$ cat config.mk
export PLATFORM = sky130hd
export DESIGN_NAME = alu_op_sequencer
export DESIGN_NICKNAME = d
export VERILOG_FILES = /design/src/rtl/alu_pkg.sv /design/src/rtl/alu_op_sequencer.sv
export SDC_FILE = /design/constraint.sdc
export NUM_CORES = 1
export LEC_CHECK = 0
export CORE_UTILIZATION = 32
export CTS_CLUSTER_DIAMETER = 100
export CTS_CLUSTER_SIZE = 25
export DETAILED_ROUTE_END_ITERATION = 10
export GPL_TIMING_DRIVEN = 0
export PLACE_DENSITY_LB_ADDON = 0.3
export SYNTH_ARGS = -nofsm -noshare
export SYNTH_HDL_FRONTEND = slang
export SYNTH_SLANG_ARGS = --single-unit
$ cat constraint.sdc
create_clock -name clk -period 4.5 [get_ports clk]
set_input_delay 0.45 -clock clk [delete_from_list [all_inputs] [get_ports clk]]
set_output_delay 0.45 -clock clk [all_outputs]
set_load 0.05 [all_outputs]
$ cat src/rtl/alu_pkg.sv
// Shared definitions for the ALU operation sequencer: opcodes, FSM states
// and the request legality rule.
package alu_pkg;

  localparam logic [4:0] ALU_OP_NOP  = 5'b00000;
  localparam logic [4:0] ALU_OP_SADD = 5'b00001;
  localparam logic [4:0] ALU_OP_UADD = 5'b00010;
  localparam logic [4:0] ALU_OP_SUB  = 5'b00011;

  typedef enum logic [2:0] {
    ST_IDLE  = 3'd0,
    ST_PASS0 = 3'd1,
    ST_PASS1 = 3'd2,
    ST_PASS2 = 3'd3,
    ST_RESP  = 3'd4
  } seq_state_t;

  // Wide requests only support unsigned add; narrow requests take any of the
  // three arithmetic opcodes.
  function automatic logic op_legal(input logic [4:0] op, input logic wide);
    logic ok;
    ok = 1'b0;
    if (wide) begin
      ok = (op == ALU_OP_UADD);
    end else begin
      ok = (op == ALU_OP_SADD) || (op == ALU_OP_UADD) || (op == ALU_OP_SUB);
    end
    return ok;
  endfunction

endpackage

$ cat src/rtl/alu_op_sequencer.sv
// Registered initiator for the combinational N-bit ALU. Narrow requests take
// one ALU pass; 2N-bit unsigned adds take three passes so the low-half carry
// can be folded into the high half without a carry-in on the ALU.
//
// Handshakes: a transfer happens on a rising clk edge where valid and ready
// are both high. req_ready is high only in IDLE; rsp_valid is high only in
// RESP, and every rsp_* output holds steady until rsp_ready is seen.
module alu_op_sequencer
  import alu_pkg::*;
#(
  parameter int N = 32
) (
  input  logic             clk,
  input  logic             rst_n,
  input  logic             req_valid,
  output logic             req_ready,
  input  logic [4:0]       req_op,
  input  logic             req_wide,
  input  logic [2*N-1:0]   req_a,
  input  logic [2*N-1:0]   req_b,
  output logic [N-1:0]     alu_a,
  output logic [N-1:0]     alu_b,
  output logic [4:0]       alu_op,
  input  logic [N-1:0]     alu_sum,
  input  logic             alu_cout,
  input  logic             alu_neg,
  input  logic             alu_ovf,
  input  logic             alu_zero,
  output logic             rsp_valid,
  input  logic             rsp_ready,
  output logic [2*N-1:0]   rsp_result,
  output logic             rsp_cout,
  output logic             rsp_neg,
  output logic             rsp_ovf,
  output logic             rsp_zero,
  output logic             rsp_err
);

  seq_state_t     state;
  seq_state_t     state_next;
  logic           wide_q;
  logic [N-1:0]   a_hi;
  logic [N-1:0]   b_hi;
  logic           c0;
  logic           c1;
  logic           accept;
  logic           legal;

  assign req_ready = (state == ST_IDLE);
  assign rsp_valid = (state == ST_RESP);
  assign accept    = req_valid && req_ready;
  assign legal     = op_legal(req_op, req_wide);

  // State register.
  always_ff @(posedge clk) begin
    if (!rst_n) begin
      state <= ST_IDLE;
    end else begin
      state <= state_next;
    end
  end

  // Next-state logic: one cycle per ALU pass, then wait in RESP for the consumer.
  always_comb begin
    state_next = state;
    unique case (state)
      ST_IDLE:  if (accept) state_next = legal ? ST_PASS0 : ST_RESP;
      ST_PASS0: state_next = wide_q ? ST_PASS1 : ST_RESP;
      ST_PASS1: state_next = ST_PASS2;
      ST_PASS2: state_next = ST_RESP;
      ST_RESP:  if (rsp_ready) state_next = ST_IDLE;
      default:  state_next = ST_IDLE;
    endcase
  end

  // Datapath: load the ALU drive for the coming pass and capture the result of
  // the pass just finished. alu_* are registers so the ALU sees clean inputs.
  always_ff @(posedge clk) begin
    if (!rst_n) begin
      wide_q     <= 1'b0;
      a_hi       <= '0;
      b_hi       <= '0;
      c0         <= 1'b0;
      c1         <= 1'b0;
      alu_a      <= '0;
      alu_b      <= '0;
      alu_op     <= ALU_OP_NOP;
      rsp_result <= '0;
      rsp_cout   <= 1'b0;
      rsp_neg    <= 1'b0;
      rsp_ovf    <= 1'b0;
      rsp_zero   <= 1'b0;
      rsp_err    <= 1'b0;
    end else begin
      unique case (state)
        ST_IDLE: begin
          if (accept) begin
            wide_q     <= req_wide;
            a_hi       <= req_a[2*N-1:N];
            b_hi       <= req_b[2*N-1:N];
            c0         <= 1'b0;
            c1         <= 1'b0;
            rsp_result <= '0;
            rsp_cout   <= 1'b0;
            rsp_neg    <= 1'b0;
            rsp_ovf    <= 1'b0;
            rsp_zero   <= 1'b0;
            rsp_err    <= !legal;
            if (legal) begin
              alu_a  <= req_a[N-1:0];
              alu_b  <= req_b[N-1:0];
              alu_op <= req_op;
            end
          end
        end
        ST_PASS0: begin
          if (wide_q) begin
            // Low half done; keep carry c0 for the third pass.
            rsp_result[N-1:0] <= alu_sum;
            c0                <= alu_cout;
            alu_a             <= a_hi;
            alu_b             <= b_hi;
          end else begin
            rsp_result <= {{N{1'b0}}, alu_sum};
            rsp_cout   <= alu_cout;
            rsp_neg    <= alu_neg;
            rsp_ovf    <= alu_ovf;
            rsp_zero   <= alu_zero;
            alu_a      <= '0;
            alu_b      <= '0;
            alu_op     <= ALU_OP_NOP;
          end
        end
        ST_PASS1: begin
          // alu_a now carries hi1; the third pass adds c0 into it.
          c1    <= alu_cout;
          alu_a <= alu_sum;
          alu_b <= {{(N-1){1'b0}}, c0};
        end
        ST_PASS2: begin
          rsp_result[2*N-1:N] <= alu_sum;
          rsp_cout            <= c1 | alu_cout;
          rsp_ovf             <= c1 | alu_cout;
          rsp_neg             <= 1'b0;
          rsp_zero            <= (alu_sum == '0) && (rsp_result[N-1:0] == '0);
          rsp_err             <= 1'b0;
          alu_a               <= '0;
          alu_b               <= '0;
          alu_op              <= ALU_OP_NOP;
        end
        default: begin
          // RESP: hold everything until the consumer takes the response.
        end
      endcase
    end
  end

endmodule

==> impl_metrics.json, run 1 <==
{
  "status": "finished, final reports clean",
  "remaining_drc_errors": 0,
  "seq_power_share": 0.519,
  "io_pins": 314,
  "use_met1": 0.303,
  "crit_arrival_ns": 2.41,
  "p_sw_frac": 0.261,
  "synthesis.instances": 979,
  "cts_sinks": 208,
  "drt_iter0_drc": 506,
  "post_cts_buffers": 0,
  "wl_per_cell_um": 20.8,
  "die-area_um2": 27800,
  "holdBufCountCts": 0,
  "port_buffers": 313,
  "fin_nets": 1480,
  "criticalPathCategory": "reg2out",
  "power_w": 0.00371,
  "die_y_um": 167,
  "finalCriticalPeriod_ns": 2.86,
  "finalSetupViolations": 0,
  "n_antenna_cell": 0,
  "place_area_um2": 12200,
  "synth_cell_type_count": 37,
  "antenna_found_initial": 0,
  "power_frac_comb": 0.143,
  "hold-worst-slack_ns": 0.453,
  "internal_power_w": 0.00274,
  "ant_nets": 0,
  "peakVddDrop_v": 0.000222,
  "max_freq_mhz": 350,
  "slew_viol_final": 0,
  "layout-drive-gt1-share": 0.0435,
  "pwr-share-clk": 0.338,
  "grt_pass1_wl_um": 51600,
  "slew_headroom": 0.430,
  "final_cell_mix": "313 x clkdlybuf4s50_1, 231 x nand2_1, 208 x dfxtp_1",
  "grt_setup_unrepaired": "false",
  "vias": 8655,
  "final_common_cell": "clkdlybuf4s50_1",
  "setup_tns_ns": 0,
  "gp_congestion": 0.839,
  "leakagePower_nw": 4.76,
  "synth_area_um2": 8680,
  "root_buffer": "clkbuf_16",
  "dr.pass1.iters": 5,
  "power_density_nw_per_um2": 294,
  "hold_class": "reg2reg",
  "grt_use_met3": 0.0625,
  "cts_tree": "yes",
  "grt_pass1_vias": 8481,
  "via_per_inst": 5.26,
  "design_area_um2": 12600,
  "critPathLaunchType": "register",
  "cts_max_level": 1,
  "drv_cap": 0,
  "top_usage_layer": "met2",
  "rows": 59,
  "nFillCells": 2558,
  "r2r_setup_slack_ns": 2.41,
  "cp_max_fo": 10,
  "post_synth.cell_area_avg_um2": 8.87,
  "clockBufferDepth": 3,
  "synth_nets": 1153,
  "ys_warn_count": 0,
  "area_delta_synth_final_pct": 45.3,
  "core_um2": 26400,
  "clock_latency_ns": 0.47,
  "worst_slew_pin_slew_ns": 0.855,
  "grt_start_max_net_pins": 26,
  "ys_seq_area_frac": 0.480,
  "clk_pin_slew_ns": 0.10,
  "finalClockSkew_ns": 0.0182,
  "synth-seq-cells": 208,
  "cts_made_buffers": 12,
  "switching_power_w": 0.000968,
  "cts-resized-gates": 0,
  "start_util": 0.329,
  "crit_required_ns": 4.05,
  "overflow": 0,
  "use_met2": 0.407,
  "die_w_um": 167,
  "finalHoldViolCount": 0,
  "post-route-period-util": 0.635,
  "hpwlAfterDp_um": 25800,
  "crit_path_end_kind": "primary output",
  "track_usage": 0.239,
  "wl_um": 34100
}
-- power groups by stage --
stage	Sequential [W]	Clock [W]	Combinational, W
after floorplan	0.00201	0	0.000181
after global placement	0.00197	0	0.000530
after detailed placement	0.00197	0	0.000533
after CTS	0.00193	0.00129	0.000535
after global routing	0.00193	0.00136	0.000568
final	0.00193	0.00126	0.000531
-- state kept, by name, summed over array words and instances, names as in the netlist --
| register | flops |
|---|---|
| b_hi | 32 |
| a_hi | 32 |
| rsp_err | 1 |
| rsp_result | 64 |
| c0 | 1 |
| c1 | 1 |
| alu_op | 5 |
| state | 3 |
| alu_a | 32 |
| alu_b | 32 |
| wide_q | 1 |
| rsp_zero | 1 |
| rsp_ovf | 1 |
| rsp_neg | 1 |
| rsp_cout | 1 |
-- cell usage after synthesis --
| master | instances | share of area |
|---|---|---|
| a21boi_0 | 91 | 0.079 |
| a21boi_1 | 12 | 0.010 |
| a21o_1 | 1 | 0.00086 |
| a21oi_1 | 8 | 0.0046 |
| a221o_1 | 31 | 0.036 |
| a22o_1 | 2 | 0.0020 |
| a22oi_1 | 65 | 0.056 |
| a31oi_1 | 1 | 0.00072 |
| and2_1 | 5 | 0.0036 |
| and3_1 | 3 | 0.0022 |
| and4_1 | 1 | 0.0010 |
| buf_1 | 5 | 0.0022 |
| buf_2 | 31 | 0.018 |
| buf_4 | 8 | 0.0069 |
| clkbuf_1 | 53 | 0.023 |
| dfxtp_1 | 208 | 0.48 |
| inv_1 | 1 | 0.00043 |
| nand2_1 | 231 | 0.10 |
| nand2b_1 | 4 | 0.0029 |
| nand3_1 | 34 | 0.020 |
| nand3b_1 | 4 | 0.0035 |
| nand4_1 | 4 | 0.0029 |
| nor2_1 | 6 | 0.0026 |
| nor2_2 | 1 | 0.00072 |
| nor2b_1 | 39 | 0.028 |
| nor3_1 | 2 | 0.0012 |
| nor3_2 | 1 | 0.0012 |
| nor4_1 | 16 | 0.012 |
| nor4b_1 | 1 | 0.0010 |
| o2111ai_1 | 32 | 0.032 |
| o211a_1 | 33 | 0.038 |
| o211ai_1 | 5 | 0.0043 |
| o21a_1 | 4 | 0.0035 |
| o21ai_0 | 1 | 0.00058 |
| o21ai_1 | 32 | 0.018 |
| or2_1 | 2 | 0.0014 |
| or3_1 | 1 | 0.00072 |
-- final cells by class --
type                            instances  area [um2]  share of cell area
Sequential cell                       208        4160               0.330
Multi-Input combinational cell        673        4080               0.324
Timing Repair Buffer                  313        3130               0.248
Buffer                                 97         433              0.0343
Tap cell                              335         419              0.0332
Clock buffer                           15         343              0.0272
Clock inverter                          2        41.3             0.00327
Inverter                                1        3.75            0.000297
-- critical path, cell delays in order, from the launching register on --
cell             delay, ns
dfxtp_1               0.35
buf_2                 0.21
clkbuf_1              0.36
and2_1                0.19
clkdlybuf4s50_1       0.83
-- through the flow --
| stage | cells | setup WS (ns) | util |
|---|---|---|---|
| after floorplan | 979 | 2.38 | - |
| after global placement | 1627 | 1.49 | 0.464 |
| after detailed placement | 1627 | 1.45 | 0.464 |
| after CTS | 1644 | 1.64 | 0.479 |
| after global routing | 1644 | 1.53 | 0.479 |
| final | 1644 | 1.64 | 0.479 |
-- path summary, 6_finish.rpt --
kind,start,depth (start not counted),to
min,alu_a[15],2,alu_a[15]
min reg2reg,alu_a[15],2,alu_a[15]
max,state[2],4,rsp_valid
max reg2reg,state[1],6,alu_a[14]
-- routing by layer --
metal	vias up	share of wire
met4	0	0.014
li1	4168	-
met1	4118	0.43
met3	35	0.083
met2	334	0.47
met5	-	0
-- logic make-up after synthesis --
| logic type | count (synthesis) | share of synthesized area |
|---|---|---|
| AOI/OAI and AO/OA | 318 | 0.286 |
| buffers and inverters | 98 | 0.0503 |
| DFF | 208 | 0.480 |
| and+or+nand+nor | 355 | 0.184 |
Note: power is estimated with default switching activity, not from simulation.
==> inputs of run 2 (changes only) <==
==> constraint.sdc (replaced) <==
create_clock -name clk -period 2.9 [get_ports clk]
set_input_delay 0.29 -clock clk [delete_from_list [all_inputs] [get_ports clk]]
set_output_delay 0.29 -clock clk [all_outputs]
set_load 0.05 [all_outputs]
==> results of run 2 <==
Same layout as run 1 (identical final DEF). Status: finished, final reports clean.
Among the figures that moved: setup slack after placement 1.45 ns -> 0.00635 ns; clock-pin slew on the worst setup and hold paths 0.10 ns -> 0.11 ns; setup slack after layout 1.64 ns -> 0.200 ns; hold slack 0.453 ns -> 0.362 ns; register-to-register setup slack 2.41 ns -> 0.81 ns; end point of the worst hold path alu_a[15] -> a_hi[30]; total power 0.00371 W -> 0.00576 W; worst IR drop on VDD 0.000222 V -> 0.000344 V
